File: src/rtl/uart_txrx.sv
// uart_txrx: full-duplex UART transceiver with a runtime bit-period divider.
//   TX serialises tx_data (LSB first) onto utxd behind a valid/ready handshake.
//   RX synchronises urxd, samples mid-bit, and presents rx_data with error
//   flags behind a valid/ready handshake.
// Ports:
//   clk, rst        system clock, asynchronous active-high reset
//   baud_div        clocks per bit minus 1 (values below 3 act as 3)
//   tx_data/valid   parallel word to send; tx_ready high when TX idle
//   tx_busy         TX frame in progress
//   utxd            serial output, idle high
//   urxd            serial input, asynchronous to clk
//   rx_data/valid   received word, held until rx_ready
//   rx_parity_err   parity mismatch, qualified by rx_valid
//   rx_frame_err    stop bit sampled low, qualified by rx_valid
//   rx_overrun      sticky: a frame was dropped while rx_valid was held
//   rx_busy         RX frame in progress
module uart_txrx #(
    parameter int unsigned DATA_W    = 8,
    parameter int unsigned PARITY    = 0,
    parameter int unsigned STOP_BITS = 1,
    parameter int unsigned DIV_W     = 16
) (
    input  logic              clk,
    input  logic              rst,
    input  logic [DIV_W-1:0]  baud_div,
    input  logic [DATA_W-1:0] tx_data,
    input  logic              tx_valid,
    output logic              tx_ready,
    output logic              tx_busy,
    output logic              utxd,
    input  logic              urxd,
    output logic [DATA_W-1:0] rx_data,
    output logic              rx_valid,
    input  logic              rx_ready,
    output logic              rx_parity_err,
    output logic              rx_frame_err,
    output logic              rx_overrun,
    output logic              rx_busy
);

    localparam int unsigned BIT_W      = (DATA_W > 1) ? $clog2(DATA_W) : 1;
    localparam logic [BIT_W-1:0] LAST_BIT = BIT_W'(DATA_W - 1);
    localparam logic        LAST_STOP  = 1'(STOP_BITS - 1);
    localparam logic        HAS_PARITY = (PARITY != 0);
    localparam logic        ODD_PARITY = (PARITY == 2);

    typedef enum logic [2:0] {
        TX_IDLE, TX_START, TX_DATA, TX_PARITY, TX_STOP
    } tx_state_t;

    typedef enum logic [2:0] {
        RX_IDLE, RX_START, RX_DATA, RX_PARITY, RX_STOP, RX_BREAK
    } rx_state_t;

    // Parity bit that accompanies a data word.
    function automatic logic parity_of(input logic [DATA_W-1:0] d);
        return ODD_PARITY ? ~^d : ^d;
    endfunction

    // Clamp tiny divisors so mid-bit sampling stays meaningful.
    logic [DIV_W-1:0] eff_div;
    assign eff_div = (baud_div < DIV_W'(3)) ? DIV_W'(3) : baud_div;

    // ------------------------------------------------------------------ TX
    tx_state_t         tx_state, tx_state_nxt;
    logic [DIV_W-1:0]  tx_cnt, tx_cnt_nxt;
    logic [DIV_W-1:0]  tx_div, tx_div_nxt;
    logic [DATA_W-1:0] tx_shift, tx_shift_nxt;
    logic [BIT_W-1:0]  tx_bit, tx_bit_nxt;
    logic              tx_stop, tx_stop_nxt;
    logic              tx_par, tx_par_nxt;
    logic              utxd_nxt, tx_ready_nxt;
    logic              tx_tick;

    // TX state and output registers.
    always_ff @(posedge clk or posedge rst) begin
        if (rst) begin
            tx_state <= TX_IDLE;
            tx_cnt   <= '0;
            tx_div   <= '0;
            tx_shift <= '0;
            tx_bit   <= '0;
            tx_stop  <= 1'b0;
            tx_par   <= 1'b0;
            utxd     <= 1'b1;
            tx_ready <= 1'b1;
            tx_busy  <= 1'b0;
        end else begin
            tx_state <= tx_state_nxt;
            tx_cnt   <= tx_cnt_nxt;
            tx_div   <= tx_div_nxt;
            tx_shift <= tx_shift_nxt;
            tx_bit   <= tx_bit_nxt;
            tx_stop  <= tx_stop_nxt;
            tx_par   <= tx_par_nxt;
            utxd     <= utxd_nxt;
            tx_ready <= tx_ready_nxt;
            tx_busy  <= ~tx_ready_nxt;
        end
    end

    // TX next state: each state holds for tx_div+1 clocks, counted down to 0.
    always_comb begin
        tx_state_nxt = tx_state;
        tx_div_nxt   = tx_div;
        tx_shift_nxt = tx_shift;
        tx_bit_nxt   = tx_bit;
        tx_stop_nxt  = tx_stop;
        tx_par_nxt   = tx_par;
        utxd_nxt     = utxd;
        tx_ready_nxt = tx_ready;
        tx_tick      = (tx_cnt == '0);
        tx_cnt_nxt   = tx_tick ? tx_div : tx_cnt - DIV_W'(1);

        case (tx_state)
            TX_IDLE: begin
                tx_cnt_nxt   = tx_cnt;
                utxd_nxt     = 1'b1;
                tx_ready_nxt = 1'b1;
                if (tx_valid) begin
                    tx_state_nxt = TX_START;
                    tx_shift_nxt = tx_data;
                    tx_par_nxt   = parity_of(tx_data);
                    tx_div_nxt   = eff_div;
                    tx_cnt_nxt   = eff_div;
                    utxd_nxt     = 1'b0;
                    tx_ready_nxt = 1'b0;
                end
            end
            TX_START: begin
                if (tx_tick) begin
                    tx_state_nxt = TX_DATA;
                    tx_bit_nxt   = '0;
                    utxd_nxt     = tx_shift[0];
                end
            end
            TX_DATA: begin
                if (tx_tick) begin
                    if (tx_bit == LAST_BIT) begin
                        if (HAS_PARITY) begin
                            tx_state_nxt = TX_PARITY;
                            utxd_nxt     = tx_par;
                        end else begin
                            tx_state_nxt = TX_STOP;
                            tx_stop_nxt  = 1'b0;
                            utxd_nxt     = 1'b1;
                        end
                    end else begin
                        tx_bit_nxt   = tx_bit + BIT_W'(1);
                        tx_shift_nxt = {1'b0, tx_shift[DATA_W-1:1]};
                        utxd_nxt     = tx_shift[1];
                    end
                end
            end
            TX_PARITY: begin
                if (tx_tick) begin
                    tx_state_nxt = TX_STOP;
                    tx_stop_nxt  = 1'b0;
                    utxd_nxt     = 1'b1;
                end
            end
            TX_STOP: begin
                if (tx_tick) begin
                    if (tx_stop == LAST_STOP) begin
                        tx_state_nxt = TX_IDLE;
                        tx_ready_nxt = 1'b1;
                    end else begin
                        tx_stop_nxt = 1'b1;
                    end
                end
            end
            default: begin
                tx_state_nxt = TX_IDLE;
                utxd_nxt     = 1'b1;
                tx_ready_nxt = 1'b1;
            end
        endcase
    end

    // ------------------------------------------------------------------ RX
    rx_state_t         rx_state, rx_state_nxt;
    logic              urxd_meta, urxd_s;
    logic [DIV_W-1:0]  rx_cnt, rx_cnt_nxt;
    logic [DIV_W-1:0]  rx_div, rx_div_nxt;
    logic [DATA_W-1:0] rx_shift, rx_shift_nxt;
    logic [BIT_W-1:0]  rx_bit, rx_bit_nxt;
    logic              frame_perr, frame_perr_nxt;
    logic              frame_ferr, frame_ferr_nxt;
    logic              rx_pend, rx_pend_nxt;
    logic [DATA_W-1:0] rx_data_nxt;
    logic              rx_valid_nxt, rx_parity_err_nxt, rx_frame_err_nxt;
    logic              rx_overrun_nxt;
    logic              rx_tick;

    // RX synchroniser, state and output registers.
    always_ff @(posedge clk or posedge rst) begin
        if (rst) begin
            urxd_meta     <= 1'b1;
            urxd_s        <= 1'b1;
            rx_state      <= RX_IDLE;
            rx_cnt        <= '0;
            rx_div        <= '0;
            rx_shift      <= '0;
            rx_bit        <= '0;
            frame_perr    <= 1'b0;
            frame_ferr    <= 1'b0;
            rx_pend       <= 1'b0;
            rx_data       <= '0;
            rx_valid      <= 1'b0;
            rx_parity_err <= 1'b0;
            rx_frame_err  <= 1'b0;
            rx_overrun    <= 1'b0;
            rx_busy       <= 1'b0;
        end else begin
            urxd_meta     <= urxd;
            urxd_s        <= urxd_meta;
            rx_state      <= rx_state_nxt;
            rx_cnt        <= rx_cnt_nxt;
            rx_div        <= rx_div_nxt;
            rx_shift      <= rx_shift_nxt;
            rx_bit        <= rx_bit_nxt;
            frame_perr    <= frame_perr_nxt;
            frame_ferr    <= frame_ferr_nxt;
            rx_pend       <= rx_pend_nxt;
            rx_data       <= rx_data_nxt;
            rx_valid      <= rx_valid_nxt;
            rx_parity_err <= rx_parity_err_nxt;
            rx_frame_err  <= rx_frame_err_nxt;
            rx_overrun    <= rx_overrun_nxt;
            rx_busy       <= (rx_state_nxt != RX_IDLE);
        end
    end

    // RX next state plus delivery of a finished frame one cycle after its stop sample.
    always_comb begin
        rx_state_nxt      = rx_state;
        rx_div_nxt        = rx_div;
        rx_shift_nxt      = rx_shift;
        rx_bit_nxt        = rx_bit;
        frame_perr_nxt    = frame_perr;
        frame_ferr_nxt    = frame_ferr;
        rx_pend_nxt       = 1'b0;
        rx_data_nxt       = rx_data;
        rx_valid_nxt      = rx_valid;
        rx_parity_err_nxt = rx_parity_err;
        rx_frame_err_nxt  = rx_frame_err;
        rx_overrun_nxt    = rx_overrun;
        rx_tick           = (rx_cnt == '0);
        rx_cnt_nxt        = rx_tick ? rx_div : rx_cnt - DIV_W'(1);

        case (rx_state)
            RX_IDLE: begin
                rx_cnt_nxt = rx_cnt;
                if (!urxd_s) begin
                    // Half-period countdown puts every later sample mid-bit.
                    rx_state_nxt   = RX_START;
                    rx_div_nxt     = eff_div;
                    rx_cnt_nxt     = eff_div >> 1;
                    frame_perr_nxt = 1'b0;
                    frame_ferr_nxt = 1'b0;
                end
            end
            RX_START: begin
                if (rx_tick) begin
                    if (urxd_s) begin
                        rx_state_nxt = RX_IDLE;
                    end else begin
                        rx_state_nxt = RX_DATA;
                        rx_bit_nxt   = '0;
                    end
                end
            end
            RX_DATA: begin
                if (rx_tick) begin
                    rx_shift_nxt = {urxd_s, rx_shift[DATA_W-1:1]};
                    if (rx_bit == LAST_BIT) begin
                        rx_state_nxt = HAS_PARITY ? RX_PARITY : RX_STOP;
                    end else begin
                        rx_bit_nxt = rx_bit + BIT_W'(1);
                    end
                end
            end
            RX_PARITY: begin
                if (rx_tick) begin
                    frame_perr_nxt = urxd_s ^ parity_of(rx_shift);
                    rx_state_nxt   = RX_STOP;
                end
            end
            RX_STOP: begin
                if (rx_tick) begin
                    frame_ferr_nxt = ~urxd_s;
                    rx_pend_nxt    = 1'b1;
                    rx_state_nxt   = urxd_s ? RX_IDLE : RX_BREAK;
                end
            end
            RX_BREAK: begin
                rx_cnt_nxt = rx_cnt;
                if (urxd_s) begin
                    rx_state_nxt = RX_IDLE;
                end
            end
            default: begin
                rx_state_nxt = RX_IDLE;
            end
        endcase

        if (rx_pend) begin
            if (!rx_valid || rx_ready) begin
                rx_data_nxt       = rx_shift;
                rx_parity_err_nxt = frame_perr;
                rx_frame_err_nxt  = frame_ferr;
                rx_valid_nxt      = 1'b1;
                rx_overrun_nxt    = 1'b0;
            end else begin
                rx_overrun_nxt = 1'b1;
            end
        end else if (rx_valid && rx_ready) begin
            rx_valid_nxt   = 1'b0;
            rx_overrun_nxt = 1'b0;
        end
    end

endmodule

File: config.mk
export PLATFORM = sky130hd
export DESIGN_NAME = uart_txrx
export DESIGN_NICKNAME = d
export VERILOG_FILES = /design/src/rtl/uart_txrx.sv
export SDC_FILE = /design/constraint.sdc
export NUM_CORES = 1
export LEC_CHECK = 0
export BUFFER_PORTS_ARGS = -buffer_cell sky130_fd_sc_hd__buf_2
export CAP_MARGIN = 15
export CORE_ASPECT_RATIO = 2
export CORE_MARGIN = 3
export CORE_UTILIZATION = 60
export DETAILED_ROUTE_END_ITERATION = 8
export GPL_ROUTABILITY_DRIVEN = 0
export HOLD_SLACK_MARGIN = 0.03
export PLACE_DENSITY = 0.82
export SYNTH_ARGS = -nofsm -noshare
export SYNTH_HDL_FRONTEND = slang
export SYNTH_SLANG_ARGS = --single-unit
File: constraint.sdc
create_clock -name clk -period 5.6 [get_ports clk]
set_clock_uncertainty 0.2 [all_clocks]
set_input_delay 1.12 -clock clk [delete_from_list [all_inputs] [get_ports clk]]
set_output_delay 1.12 -clock clk [all_outputs]
set_load 0.1 [all_outputs]
After elaboration in Yosys (flattened, before gate mapping)
Cells that the tools add are included.
Widths: inputs -> output; s select.
Storage, ports and cells
  register bits after elaboration: 114
  input bits: 29
  output and inout port bits: 16
Cells by class
  add/sub/neg operators: 4
  order comparisons: 1
  equal/unequal tests: 27
  mux-type cells: 65
  bitwise operators: 5
  reductions and logical operators: 31
Operators with widths (number)
  $mux 16: 6
  $mux 3: 22
  $logic_not 16->1: 2
  $pmux 16 s2: 1
  $sub 16x1->16 const B: 2
  $ne 2x2->1 const B: 15
  $mux 8: 3
  $mux 1: 22
  $pmux 3 s6: 1
  $lt 16x2->1 const B: 1
  $pmux 8 s2: 1
  $eq 3x3->1 const B: 5
  $pmux 3 s5: 1
  $eq 3x2->1 const B: 4
  $pmux 3 s2: 2
  $reduce_and 2->1: 6
  $reduce_and 4->1: 3
  $reduce_bool 2->1: 6
  $reduce_and 5->1: 2
  $reduce_xor 8->1: 1
  $reduce_and 7->1: 1
  $add 3x1->3 const B: 2
  $eq 3x1->1 const B: 2
  $logic_not 3->1: 2
  13 further kinds: 20

Logic depth before layout (Yosys ltp)
Gate-level depths: netlist (run 1).
  depth in word-level cells: 5
  depth in mapped cells: 9
  mapped depth without buffers: 7

Worst setup path after synthesis (run 1)
No wires, ideal clock.
  path kind: flip-flop to flip-flop
  start: register tx_cnt[2]
  end: register tx_bit[0]
  setup time: 0.125 ns
  arrival time: 2.303 ns
  slack: 2.972 ns
  cell stages (with the launch flop): 8
  path buffers: 2
  clock period less this slack: 2.628 ns
  path through: dfrtp_1 buf_6 or3_1 or4_4 or2_1 buf_6 or3_4 mux2_4
Between the ends
  word-level cells in the longest chain between the ends: 3
  elaborated cells on any way between the ends: 4
  those cells by class: 2 x eq/ne; 2 x reduce/logical
RTL lines
  start: declaration: line 66  | logic [DIV_W-1:0] tx_cnt, tx_cnt_nxt;
  start signal: assignment: line 90  | tx_cnt <= tx_cnt_nxt;
  $logic_not 16->1 (*): line 112  | tx_tick = (tx_cnt == '0);
  $ne 2x2->1 (no source line)
  $reduce_and 4->1 (no source line) (*)
  end signal: assignment: line 93  | tx_bit <= tx_bit_nxt;
  end: declaration: line 69  | logic [BIT_W-1:0] tx_bit, tx_bit_nxt;
Every way passes the cells marked *; elsewhere a longest branch is shown, timed or not.
A chain may end at the register's enable or synchronous reset.

Final worst setup path (run 1)
  start: register tx_cnt[7]
  end: register tx_shift[7]
Between the ends
  word-level cells in the longest chain between the ends: 3
RTL lines
  $logic_not 16->1: line 112
  $ne 2x2->1 (no source line)
  $reduce_and 4->1 (no source line)
  end signal: assignment: line 92  | tx_shift <= tx_shift_nxt;
  end: declaration: line 68  | logic [DATA_W-1:0] tx_shift, tx_shift_nxt;
No other way between the ends.

==> results_dict.tcl, run 1 <==
set metrics [dict create \
    synth_top_area_share 0.461 \
    max_freq_ghz 0.325 \
    hpwl_um 10600 \
    grt_overflow 0 \
    post-synth-top-area-cell "dfrtp_1" \
    synth_seq_cells 113 \
    io_buffer_count 44 \
    path_cells "or4_1 > or4b_1 > o41ai_4 > nand2_1 > a22o_1" \
    cellPowerDensity_nw_per_um2 465 \
    yosys.cell_types.count 63 \
    synthAdderAreaFrac 0.0148 \
    grtUsageTotal 0.283 \
    hold_path_depth 0 \
    synth.most_common_cell "dfrtp_1" \
    die-area_um2 11200 \
    avgSynthCellArea_um2 9.82 \
    area_growth_pct 15.2 \
    wl_per_cell_um 19.5 \
    yosys.area_share.simple 0.164 \
    vias_per_cell 6.38 \
    synth.top_cells.by_area "dfrtp_1 46%, mux2_2 6.9%, mux2i_1 5.2%, nand2_1 5.0%, a21oi_1 3.6%" \
    ys_top_cells_by_count "109 x dfrtp_1, 78 x nand2_1, 46 x nor2_1, 42 x a21oi_1, 40 x o21ai_0" \
    p_int_mw 2.08 \
    die_h_um 146 \
    cts_buffer_depth 2 \
    htree_levels 4 \
    switching_share 0.343 \
    final_area_um2 6810 \
    finalHoldViolCount 0 \
    tightest_slew_ns 1.12 \
    drc 0 \
    crit_type "reg2reg" \
    final_max_slew_viol_count 0 \
    async_flop_share 1.00 \
    synth_xor_xnor_area_share 0.0326 \
    ant_nets 0 \
    multiInputGateArea_um2 2890 \
    synth-edff-count 0 \
    critical_path.max_fanout 13 \
    netSwitchingPower_mw 1.09 \
    seqCellArea_um2 2830 \
    route.vias.total 4984 \
    syn-cell-area_um2 5910 \
    layout.nets 674 \
    arrival_ns 3.18 \
    post_cts_buffers 0 \
    ctsResizeCount 0 \
    worst_setup_path_end_kind "register" \
    maxCapViolations 0 \
    status "complete, no violations" \
    cts_sinks 113 \
    clkSlewWorstSetupHoldPaths_ns 0.05 \
    synth_top_family_by_area "simple AND/OR/NAND/NOR gates" \
    hold_class "reg2reg" \
    peakVddDrop_mv 0.344 \
    power_frac_clock 0.351 \
    pwr-share-seq 0.393 \
    syn_inst 602 \
    dpl_cell_area_um2 6190 \
    synth_compound_area_frac 0.153 \
    power_frac_comb 0.256 \
    initial_utilization 0.622 \
    setup_viol 0 \
    synth_nets 638 \
    yosysWarningCount 0 \
    fin_setup_tns_ns 0 \
    cts_tree "yes" \
    totalPowerFinal_mw 3.16 \
    core_um2 9510 \
    io_pins 45 \
    cts-root-buf "clkbuf_16" \
    crit_required_ns 5.70 \
    cts_made_buffers 17 \
    drive_above_1_share 0.204 \
    clk_latency_ns 0.42 \
    max_stage_delay_ns 0.70 \
    n_fill_cell 715 \
    yosys_most_used_dff "dfrtp_1" \
    synth.mux.area_fraction 0.124 \
    yosysSeqAreaShare 0.479 \
    wl_um 15200 \
    p_leak_nw 3.06 \
    reg2reg_depth 5 \
    grt_setup_unrepaired "false" \
    finalCriticalPeriod_ns 3.07 \
    fp-row-count 50 \
    dr.pass1.iters 7 \
    dieWidth_um 76.2 \
    grt_max_degree 79 \
    grt_first_pass_wirelength_um 24800 \
    postCtsHoldBufs 0 \
    slew_headroom 0.249 \
    antenna_found_initial 0 \
    period_share 0.549 \
    grt_pass1_vias 5244 \
    crit_path_top_delay_cell "or4b_1" \
    drtIter0Drc 411 \
    critPathLaunchType "register" \
    diodes 0 \
]
## final cells by class
type                    instances  area share
multi-input cells             444       0.425
repair buffers                 48      0.0368
clock buffers                  19      0.0665
flip-flops and latches        113       0.416
well taps                     130      0.0239
inverters                      14     0.00809
clock inverters                13      0.0235
## logic make-up after synthesis
logic type,Yosys count
xor+xnor,22
simple gates,203
fa+ha+maj,7
flops,113
compound gates,144
buf+inv,45
mux,68
## per-layer routing
metal,up-vias,GRT usage,routed length (µm)
li1,2247,-,-
met1,2373,0.278,5150
met2,263,0.516,8210
met3,101,0.0623,814
met4,0,0.196,1040
met5,-,0,0
## worst paths after layout
check / from / end / slack (ns)
setup / recovery: tx_cnt[7] / tx_shift[7] / 2.53
hold / removal: urxd_meta / urxd_s / 0.16
setup reg to reg: tx_cnt[7] / tx_shift[7] / 2.53
hold reg to reg: urxd_meta / urxd_s / 0.16
max in group asynchronous: rst / urxd_s / 3.48
min in group asynchronous: rst / tx_bit[0] / 0.70
## worst max-delay path, delay by kind of cell, from the launching register on
kind             cells  cell delay, ns
AND/OR/NAND/NOR      3            1.47
flip-flops           1            0.41
AO/OA/AOI/OAI        2            0.88
## cell usage in the layout, fill, tap and decap left out, types with 3 or more instances in the layout
master	Yosys	final
and3_1	3	3
o211ai_1	8	8
or2_2	5	5
nand2b_1	5	5
a31oi_1	9	9
dfstp_2	4	4
clkinvlp_4	0	5
o31ai_1	3	3
o22ai_1	8	8
nand4_1	4	4
mux2_2	36	36
ha_1	7	7
nor2_1	46	46
clkinv_2	0	3
buf_2	2	44
or4_1	5	5
o21ai_0	40	40
nor4_1	11	11
buf_4	1	4
bufinv_16	0	3
nand2_1	78	78
a2bb2oi_1	3	3
mux2i_1	31	31
a22oi_1	3	3
xnor2_1	15	15
nor3b_1	3	3
or3_1	6	6
nand3_1	10	10
inv_1	14	13
xor2_1	7	7
a21o_1	5	5
a21oi_1	42	42
nor3_1	12	11
clkbuf_16	0	17
nor2b_1	3	3
dfrtp_1	109	109
## metrics by stage
step           hold slack (ns)  setup WS (ns)  utilization  instances
3_3_place_gp             0.156           2.62        0.651        749
4_1_cts                  0.160           2.56        0.716        781
6_report                 0.157           2.53        0.716        781
2_1_floorplan            0.145           1.30            -        602
5_1_grt                  0.161           2.42        0.716        781
3_5_place_dp             0.153           2.58        0.651        749
## sequential cells by signal, summed over array words and instances (netlist names), 3 cells and up
signal	flops
rx_bit	3
rx_cnt	16
rx_data	8
rx_div	16
rx_shift	8
rx_state	3
tx_bit	3
tx_cnt	16
tx_div	16
tx_shift	8
tx_state	3
## power by group through the flow
stage	combinational (mW)	sequential, mW	clock, mW
final	0.809	1.24	1.11
after CTS	0.803	1.23	1.12
after global placement	0.749	1.23	0
after floorplan	0.582	1.24	0
after global routing	0.887	1.26	1.16
after detailed placement	0.785	1.24	0
Power figures use the tool's default switching activity.
==> run 2: changes to the inputs <==
Settings changed: ABC_AREA set to 1, CORE_UTILIZATION 60 to 55, PLACE_DENSITY 0.82 to 0.79.
Clock period 5.6 ns to 2.5 ns, I/O delays scaled along.
==> run 2 against run 1 <==
  * Via count increased by 12%
  * Combinational power rose to 2.9 times the previous value
  * Critical path depth rose by 4
  * Clock power up 110%
  * First-iteration DRC count down 21%
  * Sequential power rose by 120%
  * Highest routed layer unchanged
==> results_dict.tcl, run 2 <==
set metrics [dict create \
    die_h_um 156 \
    core_um2 11000 \
    diodes 0 \
    avgSynthCellArea_um2 7.52 \
    yosys.cell_types.count 43 \
    post-route-util 0.651 \
    syn_inst 828 \
    ys_top_cells_by_count "241 x nand2_1, 110 x inv_1, 109 x dfrtp_1, 76 x o21ai_0" \
    cts_sinks 113 \
    syn-cell-area_um2 6230 \
    drive_above_1_share 0.164 \
    worst_setup_path_end_kind "register" \
    final_max_slew_viol_count 0 \
    grt_setup_unrepaired "false" \
    synth-edff-count 0 \
    p_leak_nw 3.67 \
    grt_max_degree 114 \
    wl_um 15200 \
    dpl_cell_area_um2 6590 \
    layout.nets 918 \
    ant_nets 0 \
    clk_latency_ns 0.41 \
    route.vias.total 5587 \
    p_int_mw 4.52 \
    yosys.area_share.simple 0.284 \
    fp-row-count 54 \
    yosysWarningCount 0 \
    cts-root-buf "clkbuf_16" \
    yosysSeqAreaShare 0.455 \
    period_share 0.845 \
    peakVddDrop_mv 0.644 \
    whs_ns 0.0268 \
    yosys_most_used_dff "dfrtp_1" \
    synth_seq_cells 113 \
    grt_pass1_vias 5520 \
    synth_compound_area_frac 0.140 \
    power_frac_comb 0.320 \
    hpwl_um 10600 \
    maxCapViolations 0 \
    cellPowerDensity_nw_per_um2 1030 \
    hold_class "in2async" \
    fin_setup_tns_ns 0 \
    synth_top_family_by_area "simple AND/OR/NAND/NOR gates" \
    io_pins 45 \
    crit_type "reg2reg" \
    dieWidth_um 81.2 \
    setup_viol 0 \
    drc 0 \
    max_freq_ghz 0.474 \
    final_common_cell "nand2_1" \
    netSwitchingPower_mw 2.89 \
    finalCriticalPeriod_ns 2.11 \
    pwr-share-seq 0.366 \
    antenna_found_initial 0 \
    dr.pass1.iters 5 \
    finalHoldViolCount 0 \
    synth_nets 864 \
    postLayoutSetupSlackWorst_ns 0.389 \
    clkSlewWorstSetupHoldPaths_ns 0.06 \
    n_fill_cell 953 \
    slew_headroom 0.585 \
    critPathLaunchType "register" \
    async_flop_share 1.00 \
    post-synth-top-area-cell "dfrtp_1" \
    power_frac_clock 0.314 \
    post_cts_buffers 0 \
    cts_buffer_depth 2 \
    grt_first_pass_wirelength_um 25800 \
    area_growth_pct 15.2 \
    die-area_um2 12700 \
    synthAdderAreaFrac 0.0141 \
    grtUsageTotal 0.263 \
    wl_per_cell_um 14.7 \
    vias_per_cell 5.40 \
    drtIter0Drc 323 \
    synth_xor_xnor_area_share 0.00984 \
    tightest_slew_ns 0.623 \
    grt_overflow 0 \
    crit_required_ns 2.59 \
    switching_share 0.390 \
    cts_tree "yes" \
    htree_levels 4 \
    synth_top_area_share 0.438 \
    synth.most_common_cell "nand2_1" \
    initial_utilization 0.566 \
    synth.mux.area_fraction 0.00181 \
    cts_made_buffers 17 \
    final_cell_mix "241 x nand2_1, 109 x inv_1, 109 x dfrtp_1, 76 x o21ai_0" \
    critical_path.max_fanout 16 \
    status "complete, no violations" \
    io_buffer_count 44 \
    arrival_ns 2.20 \
    final_area_um2 7170 \
    dp_slack_ns 0.424 \
    multiInputGateArea_um2 2800 \
    seqCellArea_um2 2830 \
    synth.top_cells.by_area "dfrtp_1 44%, nand2_1 15%, inv_1 6.6%, o21ai_0 6.1%, nand3_1 5.3%" \
]
-- run 2: changes by cell type after synthesis, moves of 13 or more --
cell	delta
mux2i_1	-31
nor2_1	+20
nand2_1	+163
inv_1	+96
nand3_1	+56
clkbuf_1	-17
a21oi_1	-19
xnor2_1	-13
mux2_2	-35
o21ai_0	+36
-- run 2: final cells by class --
| type | instances | share of cell area |
|---|---|---|
| clock buffer | 18 | 0.0612 |
| tap | 140 | 0.0244 |
| sequential | 113 | 0.395 |
| inverter | 118 | 0.0628 |
| timing repair buffer | 58 | 0.0474 |
| multi-input combinational | 574 | 0.391 |
| clock inverter | 14 | 0.0187 |
-- run 2: per-stage QoR --
stage               power (mW)  std cells
floorplan                 4.50        828
detailed placement        5.05       1002
finish                    7.41       1035
CTS                       7.44       1035
global route              7.93       1035
global placement          5.00       1002
-- run 2: cell families after synthesis --
kind of cell | count (synthesis)
compound gates | 146
xor+xnor | 7
fa+ha+maj | 7
buf+inv | 141
flops | 113
mux | 1
simple gates | 413
-- run 2: path summary, 6_finish.rpt --
path	start	to	slack (ns)	cells after the start
worst max-delay path	rx_cnt[0]	rx_shift[2]	0.39	9
worst min-delay path	rst	tx_div[7]	0.03	3
worst max register to register	rx_cnt[0]	rx_shift[2]	0.39	9
worst min register to register	urxd_meta	urxd_s	0.15	0
max in group asynchronous	rst	rx_cnt[13]	1.58	3
min in group clk	tx_data[7]	tx_shift[7]	0.13	3
-- run 2: worst max-delay path: stages (launching register included) --
cell and delay (ns):
dfrtp_1 0.37, inv_1 0.11, ha_1 0.23, nand2_1 0.15
nor2_1 0.16, nand2_2 0.18, clkinv_2 0.13, nand2_2 0.23
nand2_1 0.16, o21ai_2 0.06
-- run 2: layer usage --
metal	track usage	routed length, µm
met1	0.298	5830
met2	0.453	7990
met3	0.0541	651
met4	0.143	739
met5	0	0
-- run 2: timing repair --
action | in CTS | in global routing
hold buffers | 1 | 0
resized for setup | 0 | 0
endpoints found under the hold margin | 1 | 0
-- run 2: power by group through the flow --
| stage | logic, mW | clock network (mW) | registers (mW) |
|---|---|---|---|
| final | 2.37 | 2.33 | 2.71 |
| after detailed placement | 2.34 | 0 | 2.71 |
| after floorplan | 1.69 | 0 | 2.80 |
| after global routing | 2.71 | 2.45 | 2.76 |
| after CTS | 2.38 | 2.36 | 2.70 |
| after global placement | 2.28 | 0 | 2.71 |
